==> src/rtl/register_scoreboard_pkg.sv <==
// Shared decode-stage types for the register write-pending scoreboard.
package id_stage_params;
    localparam int SCOREBOARD_COUNT_WIDTH = 2;
    localparam int SCOREBOARD_MAX         = 3;
    localparam int NUM_REGS               = 32;

    typedef logic [4:0]                        RegisterAddress;
    typedef logic [SCOREBOARD_COUNT_WIDTH-1:0] ScoreboardCount;

    // r0 is hardwired zero, so it never carries a pending write.
    function automatic logic tracked(input RegisterAddress address);
        return address != 5'd0;
    endfunction
endpackage

==> src/rtl/register_scoreboard_counter.sv <==
// One saturating in-flight write counter for a single GPR.
module scoreboard_counter #(
    parameter int COUNT_WIDTH   = 2,
    parameter int MAX_IN_FLIGHT = 3
) (
    input  logic                   clock,
    input  logic                   reset,
    input  logic                   inc,
    input  logic                   dec,
    input  logic                   clear,
    output logic [COUNT_WIDTH-1:0] count,
    output logic                   at_max,
    output logic                   underflow
);
    localparam logic [COUNT_WIDTH-1:0] MAX_COUNT = COUNT_WIDTH'(MAX_IN_FLIGHT);

    // Simultaneous issue and retire cancel; the ends of the range hold rather than wrap.
    always_ff @(posedge clock) begin
        if (reset || clear)
            count <= '0;
        else if (inc && !dec && count != MAX_COUNT)
            count <= count + COUNT_WIDTH'(1);
        else if (dec && !inc && count != '0)
            count <= count - COUNT_WIDTH'(1);
    end

    assign at_max    = count == MAX_COUNT;
    assign underflow = dec && count == '0;
endmodule

==> src/rtl/register_scoreboard.sv <==
// Per-GPR write-pending scoreboard and decode issue interlock.
module register_scoreboard
    import id_stage_params::*;
#(
    parameter int MAX_IN_FLIGHT = SCOREBOARD_MAX,
    parameter int COUNT_WIDTH   = SCOREBOARD_COUNT_WIDTH
) (
    input  logic           clock,
    input  logic           reset,
    input  RegisterAddress source1_address,
    input  logic           source1_used,
    input  RegisterAddress source2_address,
    input  logic           source2_used,
    input  logic           dest_write,
    input  RegisterAddress dest_address,
    input  logic           issue_fire,
    input  logic           retire_valid,
    input  RegisterAddress retire_address,
    input  logic           flush,
    output logic           ready_go,
    output logic           stall_source1,
    output logic           stall_source2,
    output logic [4:0]     in_flight_total,
    output logic           underflow_error
);
    logic [NUM_REGS-1:0][COUNT_WIDTH-1:0] counts;
    logic [NUM_REGS-1:0]                  at_max_vec;
    logic [NUM_REGS-1:0]                  underflow_vec;
    logic                                 full_stall;

    assign counts[0]        = '0;
    assign at_max_vec[0]    = 1'b0;
    assign underflow_vec[0] = 1'b0;

    for (genvar i = 1; i < NUM_REGS; i++) begin : g_reg
        scoreboard_counter #(
            .COUNT_WIDTH  (COUNT_WIDTH),
            .MAX_IN_FLIGHT(MAX_IN_FLIGHT)
        ) u_counter (
            .clock    (clock),
            .reset    (reset),
            .inc      (issue_fire && dest_write && dest_address == RegisterAddress'(i)),
            .dec      (retire_valid && retire_address == RegisterAddress'(i)),
            .clear    (flush),
            .count    (counts[i]),
            .at_max   (at_max_vec[i]),
            .underflow(underflow_vec[i])
        );
    end

    // Hazards look at registered counts only: a retire this cycle releases next cycle.
    assign stall_source1 = source1_used && tracked(source1_address) && counts[source1_address] != '0;
    assign stall_source2 = source2_used && tracked(source2_address) && counts[source2_address] != '0;
    assign full_stall    = dest_write && at_max_vec[dest_address];
    assign ready_go      = !(stall_source1 || stall_source2 || full_stall);

    always_comb begin
        in_flight_total = '0;
        for (int i = 1; i < NUM_REGS; i++)
            in_flight_total = in_flight_total + 5'(counts[i] != '0);
    end

    always_ff @(posedge clock) begin
        if (reset)
            underflow_error <= 1'b0;
        else if (|underflow_vec)
            underflow_error <= 1'b1;
    end
endmodule
==> config.mk <==
export PLATFORM = sky130hd
export DESIGN_NAME = register_scoreboard
export DESIGN_NICKNAME = d
export VERILOG_FILES = /design/src/rtl/register_scoreboard_pkg.sv /design/src/rtl/register_scoreboard_counter.sv /design/src/rtl/register_scoreboard.sv
export SDC_FILE = /design/constraint.sdc
export NUM_CORES = 1
export LEC_CHECK = 0
export ABC_AREA = 1
export CORE_UTILIZATION = 65
export DETAILED_ROUTE_END_ITERATION = 7
export DONT_BUFFER_PORTS = 1
export PLACE_DENSITY = 0.81
export SYNTH_ARGS = -nofsm -noshare
export SYNTH_HDL_FRONTEND = slang
export SYNTH_SLANG_ARGS = --single-unit
==> constraint.sdc <==
create_clock -name clock -period 8.06 [get_ports clock]
set_input_delay 1.612 -clock clock [delete_from_list [all_inputs] [get_ports clock]]
set_output_delay 1.612 -clock clock [all_outputs]
set_load 0.01 [all_outputs]
======== Word level (Yosys, flattened, before mapping) ========
Index checks and enable logic that the tools add are counted.
cells by class
  add/subtract/negate cells ............... 92
  multiplexer cells ....................... 68
  eq/ne operators ......................... 124
  reductions and logical operators ........ 387
  $lt $le $gt $ge ......................... 3
operators by type and width
  kind                                                         count
  logical AND 1 bit                                            223
  equality test 5 bit (second input constant)                  32
  adder 5 x 1 -> 5 bit                                         26
  2-to-1 mux 2 bit                                             64
  nonzero test 2 bit                                           64
  equality test 5 x 4 -> 1 bit (second input constant)         16
  zero test 1 bit                                              63
  adder 2 x 1 -> 2 bit (second input constant)                 31
  equality test 2 bit (second input constant)                  31
  zero test 2 bit                                              31
  inequality test 2 bit (second input constant)                31
  subtractor 2 x 1 -> 2 bit (second input constant)            31
  equality test 5 x 3 -> 1 bit (second input constant)         8
  OR reduction 31 bit                                          1
  binary-select mux 2 bit (select 5 bit)                       2
  equality test 5 x 2 -> 1 bit (second input constant)         4
  less-than comparator 5 x 6 -> 1 bit (second input constant)  3
  equality test 5 x 1 -> 1 bit (second input constant)         2
  nonzero test 5 bit                                           2
  adder 4 x 1 -> 5 bit                                         1
  binary-select mux 1 bit (select 5 bit)                       1
  adder 3 x 1 -> 4 bit                                         1
  adder 2 x 1 -> 3 bit                                         1
  logical OR 1 bit                                             3
  other kinds (2)                                              2
storage, ports and cells
  logic and storage cells ................. 706
  output and inout bits ................... 9
  bits of input ports ..................... 28
  register bits after elaboration ......... 63

======== Logic depth before layout (Yosys ltp) ========
Gate-level depths: netlist of run 1.
  depth in word-level cells ............... 31
  depth in mapped cells ................... 16
  gate-level depth less buffers ........... 16

======== Hierarchy ========
A second synthesis of run 1 with hierarchy kept.
unflattened totals
  cell total of the unflattened synthesis .. 1110
  area, all modules ....................... 6582.6 um^2
by module, submodules not included
  module               cells an instance  instances  area an instance (um^2)  sequential area each (um^2)
  scoreboard_counter   21                 31         133.9                    40.0
  register_scoreboard  459                1          2432.3                   20.0

======== Least setup slack after synthesis of run 1 ========
No wires, ideal clock.
  path kind ............................... reg-to-output
  start point ............................. reg g_reg[11].u_counter.count[1]
  end point ............................... out in_flight_total[4]
  path buffers ............................ 1
  required time ........................... 6.448 ns
  setup slack ............................. 1.367 ns
  cell stages (with the launch flop) ...... 14
  arrival time ............................ 5.081 ns
  path through ............................ dfxtp_1 > or2_2 > clkbuf_1 > fa_1 > fa_1 > inv_1 > fa_1 > fa_1 > fa_1 > fa_1 > fa_1 > fa_1 > o21ai_0 > xor2_1
between the ends
  cells in the longest elaborated chain, start to end .. 22
ends and longest elaborated chain
  item                                RTL line                           RTL
  start, declared                     register_scoreboard_counter.sv:11  output logic [COUNT_WIDTH-1:0] count,
  start signal, assigned              register_scoreboard_counter.sv:22  count <= count + COUNT_WIDTH'(1);
  start signal, assigned              register_scoreboard_counter.sv:24  count <= count - COUNT_WIDTH'(1);
  nonzero test 2 bit                  register_scoreboard.sv:60          in_flight_total = in_flight_total + 5'(counts[i] != '0);
  adder 5 x 1 -> 5 bit (21 in a row)  register_scoreboard.sv:60
  end, declared                       register_scoreboard.sv:23          output logic [4:0] in_flight_total,
No other way between the ends.

======== Worst setup path in the final report of run 1 ========
  start point ............................. reg g_reg[1].u_counter.count[0]
  end point ............................... out in_flight_total[4]
between the ends
  cells in the longest elaborated chain, start to end .. 31
ends and longest elaborated chain
  item                                RTL line
  start, declared                     register_scoreboard_counter.sv:11
  start signal, assigned              register_scoreboard_counter.sv:22
  start signal, assigned              register_scoreboard_counter.sv:24
  nonzero test 2 bit                  register_scoreboard.sv:60
  adder 1 x 1 -> 2 bit                register_scoreboard.sv:60
  adder 2 x 1 -> 3 bit                register_scoreboard.sv:60
  adder 3 x 1 -> 4 bit                register_scoreboard.sv:60
  adder 4 x 1 -> 5 bit                register_scoreboard.sv:60
  adder 5 x 1 -> 5 bit (26 in a row)  register_scoreboard.sv:60
No other way between the ends.

==> flow_summary.toml, run 1 <==
[clock_network]
cts_buffer_depth = 2
cts_tree = "done"
clkTransAtPathRegs_ns = 0.07
cts-root-buf = "clkbuf_8"
cts.hold.buffers_added = 0
clock-sinks = 63
cts_made_buffers = 9
post-cts-setup-buffers = 0
ctsResizeCount = 0
clock_latency_ns = 0.35
h-tree-depth = 3

[routing]
wl_um = 19100
dr.pass1.iters = 8
vias = 6592
vias_per_cell = 6.33
postRouteAntennaNets = 0
wirelength_met1_um = 6970
dr.first_iter.drc_count = 870
wl_met3_um = 2690
routed.top_layer = "met4"
route.met2.wl_um = 8090
wl_per_cell_um = 18.3
drc = 5

[layout]
layout.nets = 994
seqCellArea_mm2 = 0.00126
final_util = 0.718
diodes = 0
drive_above_1_share = 0.0287
nFillCells = 695
syn_to_final_growth_pct = 4.72
multi_input_comb_area_mm2 = 0.00363
fin_cells = 1042

[logic_synthesis]
seq_area_frac_synth = 0.233
avgSynthCellArea_um2 = 5.79
yosysWarningCount = 0
synth_top_family_by_area = "simple AND/OR/NAND/NOR gates"
synthAdderAreaFrac = 0.101
synth_cell_types = 33
synthSimpleGateAreaFrac = 0.379
syn_area_mm2 = 0.00541
muxShareOfSynthArea = 0
synth_seq_cells = 63
synth-compound-area-share = 0.186
synth_cells = 934
yosys.area_share.xor_xnor = 0.00486
synth_fp_nets = 992

[setup_path]
crit_slowest_cell = "fa_1"
cp-startpoint = "g_reg[1].u_counter.count[0]"
cp_data_required_time_ns = 6.45
reg2reg_from = "g_reg[6].u_counter.count[0]"
critPathCaptureType = "primary output"
r2r_end = "underflow_error"
cpMostUsedCell = "fa_1"
cp_slowest_stage_delay_ns = 0.54
worstRegToRegCells = 7
start_kind = "register"
crit_type = "reg -> out"
path_cells = "nor2_1 > inv_1 > fa_1 > inv_1 > fa_1 > fa_1 > fa_1 > fa_1 > fa_1 > fa_1 > fa_1 > o21ai_0 > xor2_1"
critPathArrivalTime_ns = 5.74
r2r_slack_ns = 6.32
path_max_fanout = 4

[pwr]
p_int_uw = 451
p_seq_frac = 0.479
ir_drop_v = 0.000102
clock_power_share = 0.389
p_leak_nw = 2.77
swShare = 0.311
cellPowerDensity_mw_per_mm2 = 116
p_sw_uw = 204
share_comb_of_total_power = 0.132

[timing]
hold_viol_final = 0
tns_ns = 0
worst_hold_slack_ns = 0.477
slew_headroom = 0.458
fmax_mhz = 136
fin_crit_sh = 0.912
finalCriticalPeriod_ns = 7.35
finalMaxSlewViolations = 0
finClkSkew_ns = 0.00699
rsz0062_at_grt = "no"
worstMarginPinSlew_ns = 0.812
setup-violations-final = 0

[global_route]
grt_pass1_wl_um = 29500
overflow = 0
grt_pass1_vias = 6030
grt_max_degree = 36
grtUsageTotal = 0.451
antenna_found_initial = 0

[place]
place.gp.congestion = 1.13
io_buffers = 0
placedCellCount = 1027
hpwl_um = 15100

[floorplanning]
coreArea_mm2 = 0.00789
start_util = 0.685
dieWidth_um = 93.2
die_area_mm2 = 0.00869
placementRows = 32
ios = 37
chipHeight_um = 93.2

[hold_path]
hold_class = "reg -> reg"
hp-start = "g_reg[6].u_counter.count[0]"
hold_end = "g_reg[6].u_counter.count[0]"
hold_depth = 1

[outcome]
violations = "design-rule violations"
outcome = "finished with violations"

[job]
drv_cap = 0
cell type report:
| cell class | instances | area share |
|---|---|---|
| inverters | 123 | 0.0815 |
| well taps | 102 | 0.0225 |
| clock buffers | 11 | 0.0250 |
| flip-flops and latches | 63 | 0.223 |
| multi-input cells | 737 | 0.642 |
| clock inverters | 4 | 0.00398 |
| repair buffers | 2 | 0.00265 |
power groups by stage:
stage / Sequential (mW) / Clock, mW / Combinational (mW)
2_1_floorplan: 0.321 / 0 / 0.0594
3_3_place_gp: 0.321 / 0 / 0.0804
3_5_place_dp: 0.321 / 0 / 0.0812
4_1_cts: 0.314 / 0.248 / 0.0818
5_1_grt: 0.314 / 0.262 / 0.0924
6_report: 0.314 / 0.255 / 0.0865
cell usage after synthesis, drive strengths merged:
cell / instances / area [um2]
nand2: 294 / 1110
or2: 1 / 6.26
xor2: 2 / 17.5
o22ai: 5 / 31.3
nand4: 6 / 37.5
o21ai: 98 / 490
dfxtp: 63 / 1260
ha: 7 / 87.6
buf: 5 / 30.0
o311a: 3 / 30.0
nor3: 12 / 60.1
nor4: 1 / 6.26
inv: 123 / 462
a211oi: 2 / 15.0
fa: 23 / 460
a21oi: 74 / 370
nor2: 146 / 563
o41ai: 1 / 8.76
o211ai: 5 / 37.5
a22oi: 1 / 7.51
o21a: 1 / 7.51
clkbuf: 6 / 23.8
xnor2: 1 / 8.76
o2bb2ai: 1 / 8.76
nand3: 52 / 260
and2: 1 / 6.26
sequential cells by signal (all words and copies together) (netlist names):
register,cells
g.u_counter.count,62
underflow_error,1
layout by cell type (no fill, tap or decap):
master | synthesis | final
clkbuf_8 | 0 | 10
clkinv_2 | 0 | 3
nor4_1 | 1 | 1
fa_1 | 23 | 23
a211oi_1 | 2 | 2
clkinvlp_4 | 0 | 1
nor2_1 | 142 | 141
nor2_2 | 3 | 4
nand3_1 | 52 | 52
a21oi_1 | 74 | 74
or2_2 | 1 | 1
clkbuf_1 | 5 | 1
nand2_1 | 292 | 292
o41ai_1 | 1 | 1
ha_1 | 7 | 7
o21a_1 | 1 | 1
a22oi_1 | 1 | 1
xnor2_1 | 1 | 1
nand2_2 | 2 | 2
inv_1 | 120 | 120
o22ai_1 | 5 | 5
o2bb2ai_1 | 1 | 1
and2_1 | 1 | 1
nor3_1 | 12 | 12
nand4_1 | 6 | 6
o211ai_1 | 5 | 5
o21ai_1 | 8 | 8
o21ai_0 | 90 | 90
o311a_1 | 3 | 3
dfxtp_1 | 63 | 63
xor2_1 | 2 | 2
inv_2 | 3 | 3
nor2_4 | 1 | 1
buf_4 | 2 | 2
per-layer routing:
layer / GRT usage / vias up
li1: - / 2999
met1: 0.555 / 2892
met2: 0.697 / 565
met3: 0.122 / 136
met4: 0.279 / 0
met5: 0 / -
worst max-delay path: cells and delay by family (launching register included):
| kind | cells | cell delay, ns |
|---|---|---|
| adders and majority gates | 8 | 4.07 |
| AOI/OAI and AO/OA | 1 | 0.22 |
| DFF | 1 | 0.34 |
| and+or+nand+nor | 1 | 0.27 |
| buffers and inverters | 2 | 0.22 |
| xor gates and xnor gates | 1 | 0.27 |
per-stage QoR:
stage	worst slack [ns]	area, um2	power [mW]
3_5_place_dp	1.11	5500	0.402
4_1_cts	0.710	5660	0.644
5_1_grt	0.473	5660	0.668
6_report	0.709	5660	0.655
2_1_floorplan	1.37	5410	0.380
3_3_place_gp	1.22	5500	0.401
cell families after synthesis:
| kind of cell | Yosys count |
|---|---|
| xor gates and xnor gates | 3 |
| and+or+nand+nor | 513 |
| buffers and inverters | 134 |
| adders and majority gates | 30 |
| AOI/OAI and AO/OA | 191 |
| DFF | 63 |
worst max-delay path by stage:
stage / cells after the start / slack [ns] / to
finish: 13 / 0.71 / in_flight_total[4]
global route: 13 / 0.47 / in_flight_total[4]
CTS: 13 / 0.71 / in_flight_total[4]
detailed placement: 13 / 1.11 / in_flight_total[4]
global placement: 13 / 1.22 / in_flight_total[4]
floorplan: 13 / 1.37 / in_flight_total[4]
Note: power is estimated with default switching activity, not from simulation.
==> inputs of run 2 (changes only) <==
--- a/config.mk
+++ b/config.mk
@@ -10,6 +10,7 @@
 export DETAILED_ROUTE_END_ITERATION = 7
 export DONT_BUFFER_PORTS = 1
 export PLACE_DENSITY = 0.81
+export SKIP_CTS_REPAIR_TIMING = 1
 export SYNTH_ARGS = -nofsm -noshare
 export SYNTH_HDL_FRONTEND = slang
 export SYNTH_SLANG_ARGS = --single-unit
==> results of run 2 <==
The final DEF is identical to that of run 1; final timing and power are the same.
